[config.mk]
export PLATFORM = sky130hd
export DESIGN_NAME = traffic_light_ctrl
export DESIGN_NICKNAME = d
export VERILOG_FILES = /design/src/rtl/traffic_light_ctrl.sv
export SDC_FILE = /design/constraint.sdc
export NUM_CORES = 1
export LEC_CHECK = 0
export CORE_MARGIN = 2
export CORE_UTILIZATION = 42
export CTS_CLUSTER_DIAMETER = 80
export DETAILED_ROUTE_END_ITERATION = 10
export PLACE_DENSITY = 0.63
export REMOVE_ABC_BUFFERS = 1
export SYNTH_ARGS = -nofsm -noshare
export SYNTH_HDL_FRONTEND = slang
export SYNTH_SLANG_ARGS = --single-unit
[constraint.sdc]
create_clock -name clk_out -period 2.3 [get_ports clk_out]
set_clock_uncertainty 0.05 [all_clocks]
set_input_delay 0.46 -clock clk_out [delete_from_list [all_inputs] [get_ports clk_out]]
set_output_delay 0.46 -clock clk_out [all_outputs]
set_load 0.01 [all_outputs]
[src/rtl/traffic_light_ctrl.sv]
// Intersection sequencer: main/side roads plus pedestrian crossing, paced by an upstream tick.
// Phases are timed in ticks; side and pedestrian requests are latched until served.
module traffic_light_ctrl #(
    parameter int MAIN_GREEN = 10,
    parameter int SIDE_GREEN = 5,
    parameter int YELLOW     = 3,
    parameter int ALL_RED    = 1,
    parameter int WALK_TIME  = 4
) (
    input  logic       clk_out,
    input  logic       reset,
    input  logic       tick,
    input  logic       sensor_side,
    input  logic       ped_req,
    output logic [2:0] main_light,
    output logic [2:0] side_light,
    output logic       walk,
    output logic [2:0] state,
    output logic       phase_done
);

    localparam logic [2:0] S_MAIN_G  = 3'd0;
    localparam logic [2:0] S_MAIN_Y  = 3'd1;
    localparam logic [2:0] S_ALLRED1 = 3'd2;
    localparam logic [2:0] S_SIDE_G  = 3'd3;
    localparam logic [2:0] S_SIDE_Y  = 3'd4;
    localparam logic [2:0] S_ALLRED2 = 3'd5;
    localparam logic [2:0] S_WALK    = 3'd6;

    localparam logic [2:0] LAMP_RED    = 3'b100;
    localparam logic [2:0] LAMP_YELLOW = 3'b010;
    localparam logic [2:0] LAMP_GREEN  = 3'b001;

    // Terminal count of each phase: the phase ends on the tick seen at DUR-1.
    localparam logic [5:0] MG_LAST = 6'(MAIN_GREEN - 1);
    localparam logic [5:0] SG_LAST = 6'(SIDE_GREEN - 1);
    localparam logic [5:0] Y_LAST  = 6'(YELLOW - 1);
    localparam logic [5:0] AR_LAST = 6'(ALL_RED - 1);
    localparam logic [5:0] WK_LAST = 6'(WALK_TIME - 1);

    logic [2:0] state_q, state_d;
    logic [5:0] cnt_q, cnt_d;
    logic       side_pend_q, side_pend_d;
    logic       ped_pend_q, ped_pend_d;
    logic       phase_done_q, phase_done_d;
    logic       transition;

    // State register and datapath registers
    always_ff @(posedge clk_out or posedge reset) begin
        if (reset) begin
            state_q      <= S_MAIN_G;
            cnt_q        <= 6'd0;
            side_pend_q  <= 1'b0;
            ped_pend_q   <= 1'b0;
            phase_done_q <= 1'b0;
        end else begin
            state_q      <= state_d;
            cnt_q        <= cnt_d;
            side_pend_q  <= side_pend_d;
            ped_pend_q   <= ped_pend_d;
            phase_done_q <= phase_done_d;
        end
    end

    // Next-state logic; the unused code 7 falls back to MAIN_G without waiting for a tick.
    always_comb begin
        state_d = state_q;
        case (state_q)
            S_MAIN_G: begin
                if (tick && (cnt_q == MG_LAST) && (side_pend_q || ped_pend_q))
                    state_d = S_MAIN_Y;
            end
            S_MAIN_Y: begin
                if (tick && (cnt_q == Y_LAST))
                    state_d = S_ALLRED1;
            end
            S_ALLRED1: begin
                if (tick && (cnt_q == AR_LAST))
                    state_d = ped_pend_q ? S_WALK : S_SIDE_G;
            end
            S_SIDE_G: begin
                if (tick && (cnt_q == SG_LAST))
                    state_d = S_SIDE_Y;
            end
            S_SIDE_Y: begin
                if (tick && (cnt_q == Y_LAST))
                    state_d = S_ALLRED2;
            end
            S_WALK: begin
                if (tick && (cnt_q == WK_LAST))
                    state_d = S_ALLRED2;
            end
            S_ALLRED2: begin
                if (tick && (cnt_q == AR_LAST))
                    state_d = S_MAIN_G;
            end
            default: state_d = S_MAIN_G;
        endcase
    end

    assign transition = (state_d != state_q);

    // Phase counter; MAIN_G parks at its minimum so a late request leaves on the next tick.
    always_comb begin
        cnt_d = cnt_q;
        if (transition) begin
            cnt_d = 6'd0;
        end else if (tick) begin
            if ((state_q == S_MAIN_G) && (cnt_q == MG_LAST))
                cnt_d = cnt_q;
            else
                cnt_d = cnt_q + 6'd1;
        end
    end

    // Request latches: clearing on entry to the serving phase wins over a same-cycle set.
    always_comb begin
        side_pend_d = side_pend_q | sensor_side;
        ped_pend_d  = ped_pend_q | ped_req;
        if (transition && (state_d == S_SIDE_G))
            side_pend_d = 1'b0;
        if (transition && (state_d == S_WALK))
            ped_pend_d = 1'b0;
        phase_done_d = transition;
    end

    // Moore output decode; any unexpected code shows all red.
    always_comb begin
        main_light = LAMP_RED;
        side_light = LAMP_RED;
        walk       = 1'b0;
        case (state_q)
            S_MAIN_G: begin
                main_light = LAMP_GREEN;
                side_light = LAMP_RED;
            end
            S_MAIN_Y: begin
                main_light = LAMP_YELLOW;
                side_light = LAMP_RED;
            end
            S_SIDE_G: begin
                main_light = LAMP_RED;
                side_light = LAMP_GREEN;
            end
            S_SIDE_Y: begin
                main_light = LAMP_RED;
                side_light = LAMP_YELLOW;
            end
            S_WALK: begin
                walk = 1'b1;
            end
            default: begin
                main_light = LAMP_RED;
                side_light = LAMP_RED;
            end
        endcase
    end

    assign state      = state_q;
    assign phase_done = phase_done_q;

endmodule

# --- After elaboration in Yosys (flattened, before gate mapping) ---
# Cells that the tools add are included.
op_classes:
  reduce_logical: 14
  bitwise_logic: 2
  eq_ne: 14
  n_mux: 17
  n_addsub: 1
ops:
  columns: ["cell", "n"]
  rows:
  - ["$mux W3", 8]
  - ["$pmux W3 S7", 1]
  - ["$mux W6", 3]
  - ["$eq A3 B3 Y1 const B", 4]
  - ["$eq A6 B2 Y1 const B", 2]
  - ["$pmux W3 S2", 2]
  - ["$eq A3 B2 Y1 const B", 3]
  - ["$logic_and A1 B1 Y1", 9]
  - ["$add A6 B1 Y6 const B", 1]
  - ["$eq A6 B3 Y1 const B", 1]
  - ["$eq A6 B4 Y1 const B", 1]
  - ["$logic_not A6 Y1", 1]
  - ["$eq A3 B1 Y1 const B", 1]
  - ["$logic_not A3 Y1", 1]
  - ["$mux W1", 3]
  - ["$ne A3 B3 Y1", 1]
  - ["$ne A2 B2 Y1 const B", 1]
  - ["$or A1 B1 Y1", 2]
  - ["$reduce_and A2 Y1", 1]
  - ["$reduce_bool A2 Y1", 1]
  - ["$logic_or A1 B1 Y1", 1]
word_totals:
  ff_bits: 12

# --- Depth between registers and ports, before layout ---
# Gate-level depths: netlist (run 1).
depth:
  depth_word: 8
  ltp_mapped: 7
  depth_no_buf: 7

# --- Worst setup path before layout (run 1) ---
# Ideal clock, no wire load.
synth_path:
  kind: "flip-flop to flip-flop"
  startpoint: "register cnt_q[0]"
  endpoint: "register phase_done_q, in the netlist phase_done"
  stages_incl_launch_ff: 8
  slack_ns: 0.400
  t_arrival_ns: 1.726
  setup_time_ns: 0.124
  path_buffers: 0
  path_cell_list: "dfrtp_1 > inv_1 > ha_1 > mux2_2 > a41oi_1 > a221oi_2 > or2_4 > or2_1"
synth_between:
  elab_chain_cells: 6
  elab_cells_between_ends: 20
synth_rtl:
  columns: ["item", "line", "text"]
  rows:
  - ["start: declaration", "42", "logic [5:0] cnt_q, cnt_d;"]
  - ["start signal: assignment", "58", "cnt_q <= cnt_d;"]
  - ["$eq A6 B4 Y1", "70", "if (tick && (cnt_q == MG_LAST) && (side_pend_q || ped_pend_q))"]
  - ["$logic_and A1 B1 Y1 (2 in a row)", "70", null]
  - ["$mux W3", "70", null]
  - ["$pmux W3 S7 (*)", "68", "case (state_q)"]
  - ["$ne A3 B3 Y1 (*)", "101", "assign transition = (state_d != state_q);"]
  - ["net phase_done_d", "45", "logic phase_done_q, phase_done_d;"]
  - ["end signal: assignment", "61", "phase_done_q <= phase_done_d;"]
  - ["end: declaration", "45", null]
# The timed path passes the listed nets; every way through them passes the cells marked *.
# A chain may end at the register's enable or synchronous reset.

# --- Worst setup path after layout (run 1) ---
layout_path:
  startpoint: "register state_q[1], in the netlist state[1]"
  endpoint: "output walk"
layout_between:
  elab_chain_cells: 2
layout_rtl:
  columns: ["item", "line", "text"]
  rows:
  - ["start: declaration", "41", "logic [2:0] state_q, state_d;"]
  - ["start signal: assignment", "57", "state_q <= state_d;"]
  - ["$eq A3 B3 Y1", "132", "case (state_q)"]
  - ["$mux W1", "132", null]
  - ["end: declaration", "17", "output logic walk,"]
# No other way between the ends.

==> impl_metrics.tcl, run 1 <==
set metrics [dict create \
    status "finished clean" \
    hold_ws_ns 0.436 \
    finalNetCount 135 \
    routedWlPerCell_um 13.5 \
    synth_fa_ha_area_frac 0.0565 \
    drtIter0Drc 21 \
    required_ns 1.79 \
    synth_seq_cells 12 \
    synthArstFlopShare 1.00 \
    track_usage 0.186 \
    yosysSeqAreaShare 0.339 \
    rsz0062_at_grt "true" \
    synth_compound_area_frac 0.151 \
    drive_above_1_share 0.184 \
    slowest_stage "clkdlybuf4s50_1" \
    antenna_found_initial 0 \
    h-tree-depth 1 \
    synthDistinctLibCells 39 \
    cts_hold_repair.buffers 0 \
    num_rows 16 \
    synth.yosys.warnings 0 \
    synth_flop_cell "dfrtp_1" \
    period_share 0.965 \
    gr-total-overflow 0 \
    die_area_um2 2490 \
    synth_cells 102 \
    relSlewSlack 0.708 \
    synth_commonest_cells "nor2_1 (14), dfrtp_1 (12), nand2_1 (8), nand3_1 (7), inv_1 (6)" \
    setup_viol 0 \
    synth-xor-area-share 0.0395 \
    cp.arrival_ns 1.71 \
    root_buffer "clkbuf_4" \
    synthTopCellsByArea "dfrtp_1 (34%), nor2_1 (5.9%), ha_1 (5.6%)" \
    worst_slew_pin_slew_ns 0.438 \
    vdd_drop_max_v 0.000632 \
    hp-class "primary input to asynchronous set/reset pin" \
    power_w 0.00138 \
    fmax_mhz 450 \
    grt_pass1_wl_um 3540 \
    drc 0 \
    clock-sinks 12 \
    synth_top_family_by_area "simple AND/OR/NAND/NOR gates" \
    wl_um 2060 \
    n_antenna_cell 0 \
    dp_hpwl_um 1570 \
    cts_tree "built" \
    core_area_um2 1980 \
    crit_path_end_kind "primary output" \
    yosys.cell_count.top_type "nor2_1" \
    io_pins 16 \
    leakagePower_nw 0.481 \
    yosys.area.top_type_share 0.339 \
    dieWidth_um 49.9 \
    clk_path_buf_depth 2 \
    ff_latch_area_um2 303 \
    grt_max_degree 13 \
    path_class "flop to primary output" \
    synth_edf_count 0 \
    ant_nets 0 \
    fill_cells 190 \
    layout_setup_ws_ns 0.0801 \
    critPathLaunchType "flop" \
    syn_avg_cell_area_um2 8.68 \
    fp.dieH_um 49.9 \
    place_congestion 0.892 \
    clkLatencyLatePin_ns 0.27 \
    vias 819 \
    cts_buffers 3 \
    io_buffers 15 \
    synth_simple_gate_area_frac 0.338 \
    final_hold_viol_count 0 \
    first_global_vias 735 \
    path_clk_slew_ns 0.07 \
    fin_crit_ns 2.22 \
    start_util 0.447 \
    syn_area_um2 886 \
    path_max_fanout 7 \
    first_pass_iters 4 \
    maxCapViolCount 0 \
    cpPeakStageDelay_ns 0.53 \
    via_per_inst 5.39 \
    pre_cts_ws_ns 0.165 \
    drv_slew 0 \
    yosys.area.top_type "dfrtp_1" \
    multi_input_area_um2 539 \
    power_density_nw_per_um2 1210 \
    synth_mux_area_frac 0.0240 \
    path_cells "inv_2 > nor2_1 > and2_1 > clkdlybuf4s50_1" \
    area_growth_pct 29.5 \
]
path summary, 6_finish.rpt:
check	endpoint	slack (ns)	depth (start not counted)	startpoint
max	walk	0.08	4	state[1]$_DFF_PP0_
min	phase_done$_DFF_PP0_	0.44	2	reset
max reg2reg	phase_done$_DFF_PP0_	0.25	7	cnt_q[0]$_DFFE_PP0P_
min reg2reg	side_pend_q$_DFF_PP0_	0.47	2	side_pend_q$_DFF_PP0_
max in group asynchronous	state[1]$_DFF_PP0_	1.43	2	reset
min in group clk_out	side_pend_q$_DFF_PP0_	0.47	2	side_pend_q$_DFF_PP0_
placed cells by master (no fill, tap or decap), types with 2 or more instances in the layout:
master / Yosys / routed
and2_1: 3 / 3
nand3_1: 7 / 7
nand2_1: 8 / 8
clkbuf_4: 0 / 3
ha_1: 4 / 4
dfrtp_1: 12 / 10
inv_1: 6 / 5
nor3b_1: 2 / 2
nand4_1: 2 / 2
xor2_1: 3 / 3
clkdlybuf4s50_1: 0 / 14
a22oi_1: 2 / 2
o21ai_0: 3 / 3
nor2_1: 14 / 14
dfrtp_2: 0 / 2
a21boi_0: 2 / 2
buf_4: 0 / 8
a21oi_1: 4 / 4
nor3_1: 5 / 5
cells by family (layout without fill, tap and decap cells):
kind of cell,after synthesis,after routing
compound gates,18,18
xor+xnor,4,4
fa+ha+maj,4,4
buf+inv,10,33
flops,12,12
mux,2,2
simple gates,52,52
repair_timing:
| action | 4_1_cts | 5_1_grt |
|---|---|---|
| buffers inserted | 0 | 1 |
| gates resized for setup | 2 | 2 |
| setup endpoints to repair | 3 | 5 |
stage by stage:
step | setup TNS (ns) | cells | instance area (µm²) | utilization
floorplan | 0 | 98 | 862 | -
global placement | 0 | 147 | 1100 | 0.554
detailed placement | 0 | 147 | 1100 | 0.554
CTS | 0 | 151 | 1140 | 0.573
global route | -0.0147 | 152 | 1150 | 0.579
finish | 0 | 152 | 1150 | 0.579
layer usage:
| layer | vias up | GRT usage | part of all wire |
|---|---|---|---|
| li1 | 409 | - | - |
| met1 | 387 | 0.252 | 0.47 |
| met2 | 23 | 0.300 | 0.47 |
| met3 | 0 | 0.0606 | 0.058 |
| met4 | 0 | 0.0139 | 0 |
| met5 | - | 0 | 0 |
worst max-delay path: cells and delay by family (launching register included):
family        cells  cell delay (ns)
flops             1             0.44
simple gates      2             0.40
buf+inv           2             0.61
sequential cells by signal, summed over array words and instances (netlist names):
name,cells
state,3
side_pend_q,1
cnt_q,6
phase_done,1
ped_pend_q,1
power by group:
part / switching (W) / internal, W
combinational: 0.000387 / 0.000414
sequential: 0.000134 / 0.000288
clock: 0.0000644 / 0.0000961
total: 0.000586 / 0.000799
cell type report:
type | instances | share of cell area
Tap cell | 27 | 0.0294
Clock buffer | 4 | 0.0316
Multi-Input combinational cell | 80 | 0.470
Sequential cell | 12 | 0.264
Inverter | 6 | 0.0196
Timing Repair Buffer | 23 | 0.185
(Power assumes the default switching activity.)
==> run 2, diff against run 1 <==
--- a/config.mk
+++ b/config.mk
@@ -9,6 +9,8 @@
 export CORE_UTILIZATION = 42
 export CTS_CLUSTER_DIAMETER = 80
 export DETAILED_ROUTE_END_ITERATION = 10
+export GPL_ROUTABILITY_DRIVEN = 0
+export MAX_ROUTING_LAYER = met4
 export PLACE_DENSITY = 0.63
 export REMOVE_ABC_BUFFERS = 1
 export SYNTH_ARGS = -nofsm -noshare
==> run 2 against run 1 <==
  * Hold slack lost 0.00068 ns
  * Core utilization is the same
  * Routed wire length rose by 0.15%
  * Total power hardly changed
  * Highest routed layer unchanged
  * Critical path depth unchanged
  * Fmax about the same
==> impl_metrics.tcl, run 2 (synthesis gave the netlist of run 1 again) <==
set metrics [dict create \
    n_antenna_cell 0 \
    core_area_um2 1980 \
    fill_cells 190 \
    setup_viol 0 \
    ant_nets 0 \
    clock-sinks 12 \
    wl_um 2060 \
    hp-class "primary input to asynchronous set/reset pin" \
    h-tree-depth 1 \
    clk_path_buf_depth 2 \
    finalNetCount 135 \
    crit_path_end_kind "primary output" \
    area_growth_pct 29.5 \
    drv_slew 0 \
    drive_above_1_share 0.184 \
    regMostFlops "cnt_q" \
    antenna_found_initial 0 \
    cts_buffers 3 \
    vdd_drop_max_v 0.000633 \
    grt_pass1_wl_um 3540 \
    maxCapViolCount 0 \
    dieWidth_um 49.9 \
    io_pins 16 \
    cp.arrival_ns 1.71 \
    cts_hold_repair.buffers 0 \
    routedWlPerCell_um 13.6 \
    fin_crit_ns 2.22 \
    critPathLaunchType "flop" \
    final_cells 152 \
    die_area_um2 2490 \
    gr-total-overflow 0 \
    track_usage 0.191 \
    reg2regPathDepth 7 \
    worstReg2RegEnd "phase_done$_DFF_PP0_" \
    pre_cts_ws_ns 0.165 \
    final_cell_mix "nor2_1 (14), clkdlybuf4s50_1 (14), dfrtp_1 (10)" \
    path_cells "inv_2 > nor2_1 > and2_1 > clkdlybuf4s50_1" \
    first_pass_iters 4 \
    dp.cells 147 \
    rsz0062_at_grt "true" \
    relSlewSlack 0.708 \
    utilization 0.579 \
    period_share 0.966 \
    fp.dieH_um 49.9 \
    dp_hpwl_um 1570 \
    path_max_fanout 7 \
    layout_setup_ws_ns 0.0790 \
    largest_reg_flops 6 \
    power_density_nw_per_um2 1210 \
    required_ns 1.79 \
    worst_slew_pin_slew_ns 0.438 \
    power_w 0.00139 \
    hold_ws_ns 0.435 \
    r2r_setup_slack_ns 0.25 \
    cts_tree "built" \
    reg2reg_from "cnt_q[0]$_DFFE_PP0P_" \
    vias 819 \
    grt_max_degree 13 \
    path_clk_slew_ns 0.07 \
    leakagePower_nw 0.481 \
    drc 0 \
    path_class "flop to primary output" \
    root_buffer "clkbuf_4" \
    cpPeakStageDelay_ns 0.53 \
    first_global_vias 734 \
    fmax_mhz 450 \
    clkLatencyLatePin_ns 0.27 \
    num_rows 16 \
    io_buffers 15 \
    final_hold_viol_count 0 \
    via_per_inst 5.39 \
    slowest_stage "clkdlybuf4s50_1" \
    drtIter0Drc 21 \
    start_util 0.447 \
    status "finished clean" \
]
==> run 2: cell type report <==
| cell class | instances | area, µm² | area share |
|---|---|---|---|
| sequential | 12 | 303 | 0.264 |
| timing repair buffer | 23 | 213 | 0.185 |
| multi-input combinational | 80 | 539 | 0.470 |
| clock buffer | 4 | 36.3 | 0.0316 |
| inverter | 6 | 22.5 | 0.0196 |
| tap | 27 | 33.8 | 0.0294 |
==> run 2: layer usage <==
metal	wire [µm]	vias up	GRT usage
met5	0	-	-
met3	130	0	0.0606
li1	-	408	-
met2	975	25	0.300
met1	953	386	0.252
met4	0	0	0.0139
==> run 2: metrics by stage <==
stage          area, µm²  setup TNS, ns
6_report            1150              0
5_1_grt             1150        -0.0147
4_1_cts             1140              0
3_5_place_dp        1100              0
3_3_place_gp        1100              0
2_1_floorplan        862              0
==> run 2: worst max-delay path, delay by kind of cell (launching register included) <==
family,cells,cell delay [ns]
buffers and inverters,2,0.61
and+or+nand+nor,2,0.40
DFF,1,0.44
==> run 2: worst max path at each step <==
stage,from,to,cells past startpoint
2_1_floorplan,cnt_q[0]$_DFFE_PP0P_,phase_done$_DFF_PP0_,7
3_3_place_gp,tick,phase_done$_DFF_PP0_,6
3_5_place_dp,tick,cnt_q[1]$_DFFE_PP0P_,6
4_1_cts,state[2]$_DFF_PP0_,side_light[2],4
5_1_grt,state[0]$_DFF_PP0_,main_light[0],2
6_report,state[1]$_DFF_PP0_,walk,4
==> run 2: timing repair <==
item                       4_1_cts  5_1_grt
gates resized for setup          2        2
buffers inserted                 0        1
setup endpoints to repair        3        5
==> run 2: power breakdown <==
group | total (W) | switching (W) | internal (W)
Clock | 0.000161 | 0.0000648 | 0.0000961
Sequential | 0.000422 | 0.000134 | 0.000288
Combinational | 0.000802 | 0.000387 | 0.000414
Total | 0.00138 | 0.000586 | 0.000799
==> run 3, diff against run 2 <==
--- a/config.mk
+++ b/config.mk
@@ -5,6 +5,7 @@
 export SDC_FILE = /design/constraint.sdc
 export NUM_CORES = 1
 export LEC_CHECK = 0
+export ABC_AREA = 1
 export CORE_MARGIN = 2
 export CORE_UTILIZATION = 42
 export CTS_CLUSTER_DIAMETER = 80
==> run 3 against run 2 <==
  * Sequential cell count is the same
  * Sequential share of layout area grew 0.72 points
  * Critical endpoint is now main_light[1]
  * Register-to-register slack gained 0.24 ns
  * Largest cell class unchanged
  * Largest power group unchanged
  * Highest routed layer is now met4
  * Critical path type unchanged
  * Core utilization shrank 1.8 points
==> impl_metrics.tcl, run 3 <==
set metrics [dict create \
    clkLatencyLatePin_ns 0.27 \
    synth_flop_cell "dfrtp_1" \
    yosys.area.top_type "dfrtp_1" \
    final_cell_mix "nand2_1 (24), clkdlybuf4s50_1 (15), nor2_1 (13)" \
    yosys.area.top_type_share 0.338 \
    root_buffer "clkbuf_4" \
    largest_reg_flops 6 \
    cts_tree "built" \
    r2r_setup_slack_ns 0.49 \
    synth_cells 113 \
    synth_edf_count 0 \
    cp.arrival_ns 1.70 \
    layout_commonest_cell "nand2_1" \
    path_class "flop to primary output" \
    synthTopCellsByArea "dfrtp_1 (34%), nand2_1 (10%), nand2_2 (6.3%)" \
    crit_path_end_kind "primary output" \
    path_max_fanout 5 \
    reg2regPathDepth 10 \
    ant_nets 0 \
    drtIter0Drc 15 \
    hp-class "primary input to asynchronous set/reset pin" \
    pre_cts_ws_ns 0.127 \
    drv_slew 0 \
    worst_slew_pin_slew_ns 0.453 \
    clock-sinks 12 \
    fmax_mhz 452 \
    synthArstFlopShare 1.00 \
    via_per_inst 4.63 \
    num_rows 16 \
    synth_seq_cells 12 \
    relSlewSlack 0.698 \
    final_hold_viol_count 0 \
    antenna_found_initial 0 \
    first_pass_iters 4 \
    layout_setup_ws_ns 0.0860 \
    vdd_drop_max_v 0.000560 \
    io_pins 16 \
    core_area_um2 1980 \
    start_util 0.448 \
    maxCapViolCount 0 \
    cts_buffers 3 \
    synth.yosys.warnings 0 \
    routedWlPerCell_um 11.2 \
    synth_commonest_cells "nand2_1 (24), nor2_1 (13), dfrtp_1 (12)" \
    fin_crit_ns 2.21 \
    yosysSeqAreaShare 0.338 \
    gr-total-overflow 0 \
    dp_hpwl_um 1480 \
    period_share 0.963 \
    cts_hold_repair.buffers 0 \
    finalNetCount 142 \
    h-tree-depth 1 \
    path_clk_slew_ns 0.08 \
    tns_ns 0 \
    required_ns 1.79 \
    critPathLaunchType "flop" \
    drc 0 \
    die_area_um2 2500 \
    worstReg2RegEnd "cnt_q[5]$_DFFE_PP0P_" \
    synthDistinctLibCells 24 \
    rsz0062_at_grt "false" \
    vias 736 \
    dieWidth_um 50.0 \
    io_buffers 15 \
    grt_pass1_wl_um 3170 \
    leakagePower_nw 0.526 \
    setup_viol 0 \
    first_global_vias 715 \
    syn_avg_cell_area_um2 7.86 \
    drive_above_1_share 0.273 \
    wl_um 1780 \
    fp.dieH_um 50.0 \
    cp-startpoint "state[1]$_DFF_PP0_" \
    yosys.cell_count.top_type "nand2_1" \
    status "finished clean" \
    power_w 0.00118 \
    area_growth_pct 25.2 \
    clk_path_buf_depth 2 \
    n_antenna_cell 0 \
    reg2reg_from "cnt_q[0]$_DFFE_PP0P_" \
    syn_area_um2 888 \
    grt_max_degree 13 \
    regMostFlops "cnt_q" \
    track_usage 0.169 \
    power_density_nw_per_um2 1060 \
]
[run 3: cell types whose count changed after synthesis, sizes merged, moves of 3 or more]
cell,before,now
o21a,0,3
and2,3,0
inv,6,13
nor2,14,25
nor3,5,2
o21ai,3,0
nand2,9,34
a21oi,4,1
nand3,7,11
[run 3: power breakdown]
group          internal, W  switching (W)
clock network    0.0000961      0.0000690
registers         0.000282      0.0000998
logic             0.000276       0.000358
total             0.000655       0.000527
[run 3: metrics by stage]
| step | util | instance area [µm²] | cells | hold WS (ns) |
|---|---|---|---|---|
| 2_1_floorplan | - | 888 | 113 | 0.275 |
| 3_3_place_gp | 0.541 | 1070 | 155 | 0.446 |
| 3_5_place_dp | 0.541 | 1070 | 155 | 0.456 |
| 4_1_cts | 0.559 | 1110 | 159 | 0.446 |
| 5_1_grt | 0.561 | 1110 | 159 | 0.479 |
| 6_report | 0.561 | 1110 | 159 | 0.438 |
[run 3: layout make-up]
| type | instances | area [µm²] |
|---|---|---|
| clock buffers | 4 | 36.3 |
| well taps | 27 | 33.8 |
| repair buffers | 15 | 150 |
| multi-input cells | 88 | 539 |
| inverters | 13 | 51.3 |
| flip-flops and latches | 12 | 302 |
| fillers | 193 | 870 |
[run 3: logic make-up (layout without fill, tap and decap cells)]
logic type	count (synthesis)	count (layout)	share of synthesized area
AND/OR/NAND/NOR	75	75	0.472
AO/OA/AOI/OAI	6	6	0.0493
adder cells (fa/ha/maj)	4	4	0.0563
flip-flops	12	12	0.338
buffers and inverters	13	32	0.0549
XOR/XNOR	3	3	0.0296
[run 3: critical path, cell delays in order (launching register included)]
cell	delay, ns
dfrtp_1	0.46
inv_2	0.14
nand2_1	0.08
nor2_1	0.19
clkdlybuf4s50_1	0.57
[run 3: repair_timing]
action,CTS,global route
setup endpoints to repair,0,3
setup buffers,0,0
gates resized for setup,0,2
[run 3: worst max path at each step]
stage | end | slack (ns) | cells past startpoint
floorplan | cnt_q[0]$_DFFE_PP0P_ | 0.73 | 10
global placement | cnt_q[5]$_DFFE_PP0P_ | 0.17 | 9
detailed placement | cnt_q[0]$_DFFE_PP0P_ | 0.13 | 9
CTS | side_light[1] | 0.06 | 4
global route | main_light[1] | 0.01 | 4
finish | main_light[1] | 0.09 | 4
[run 3: routing by layer]
metal / vias up / wire length, µm / track usage
li1: 398 / - / -
met1: 325 / 921 / 0.229
met2: 11 / 799 / 0.265
met3: 2 / 47 / 0.0152
met4: 0 / 9 / 0.0556
met5: - / 0 / -
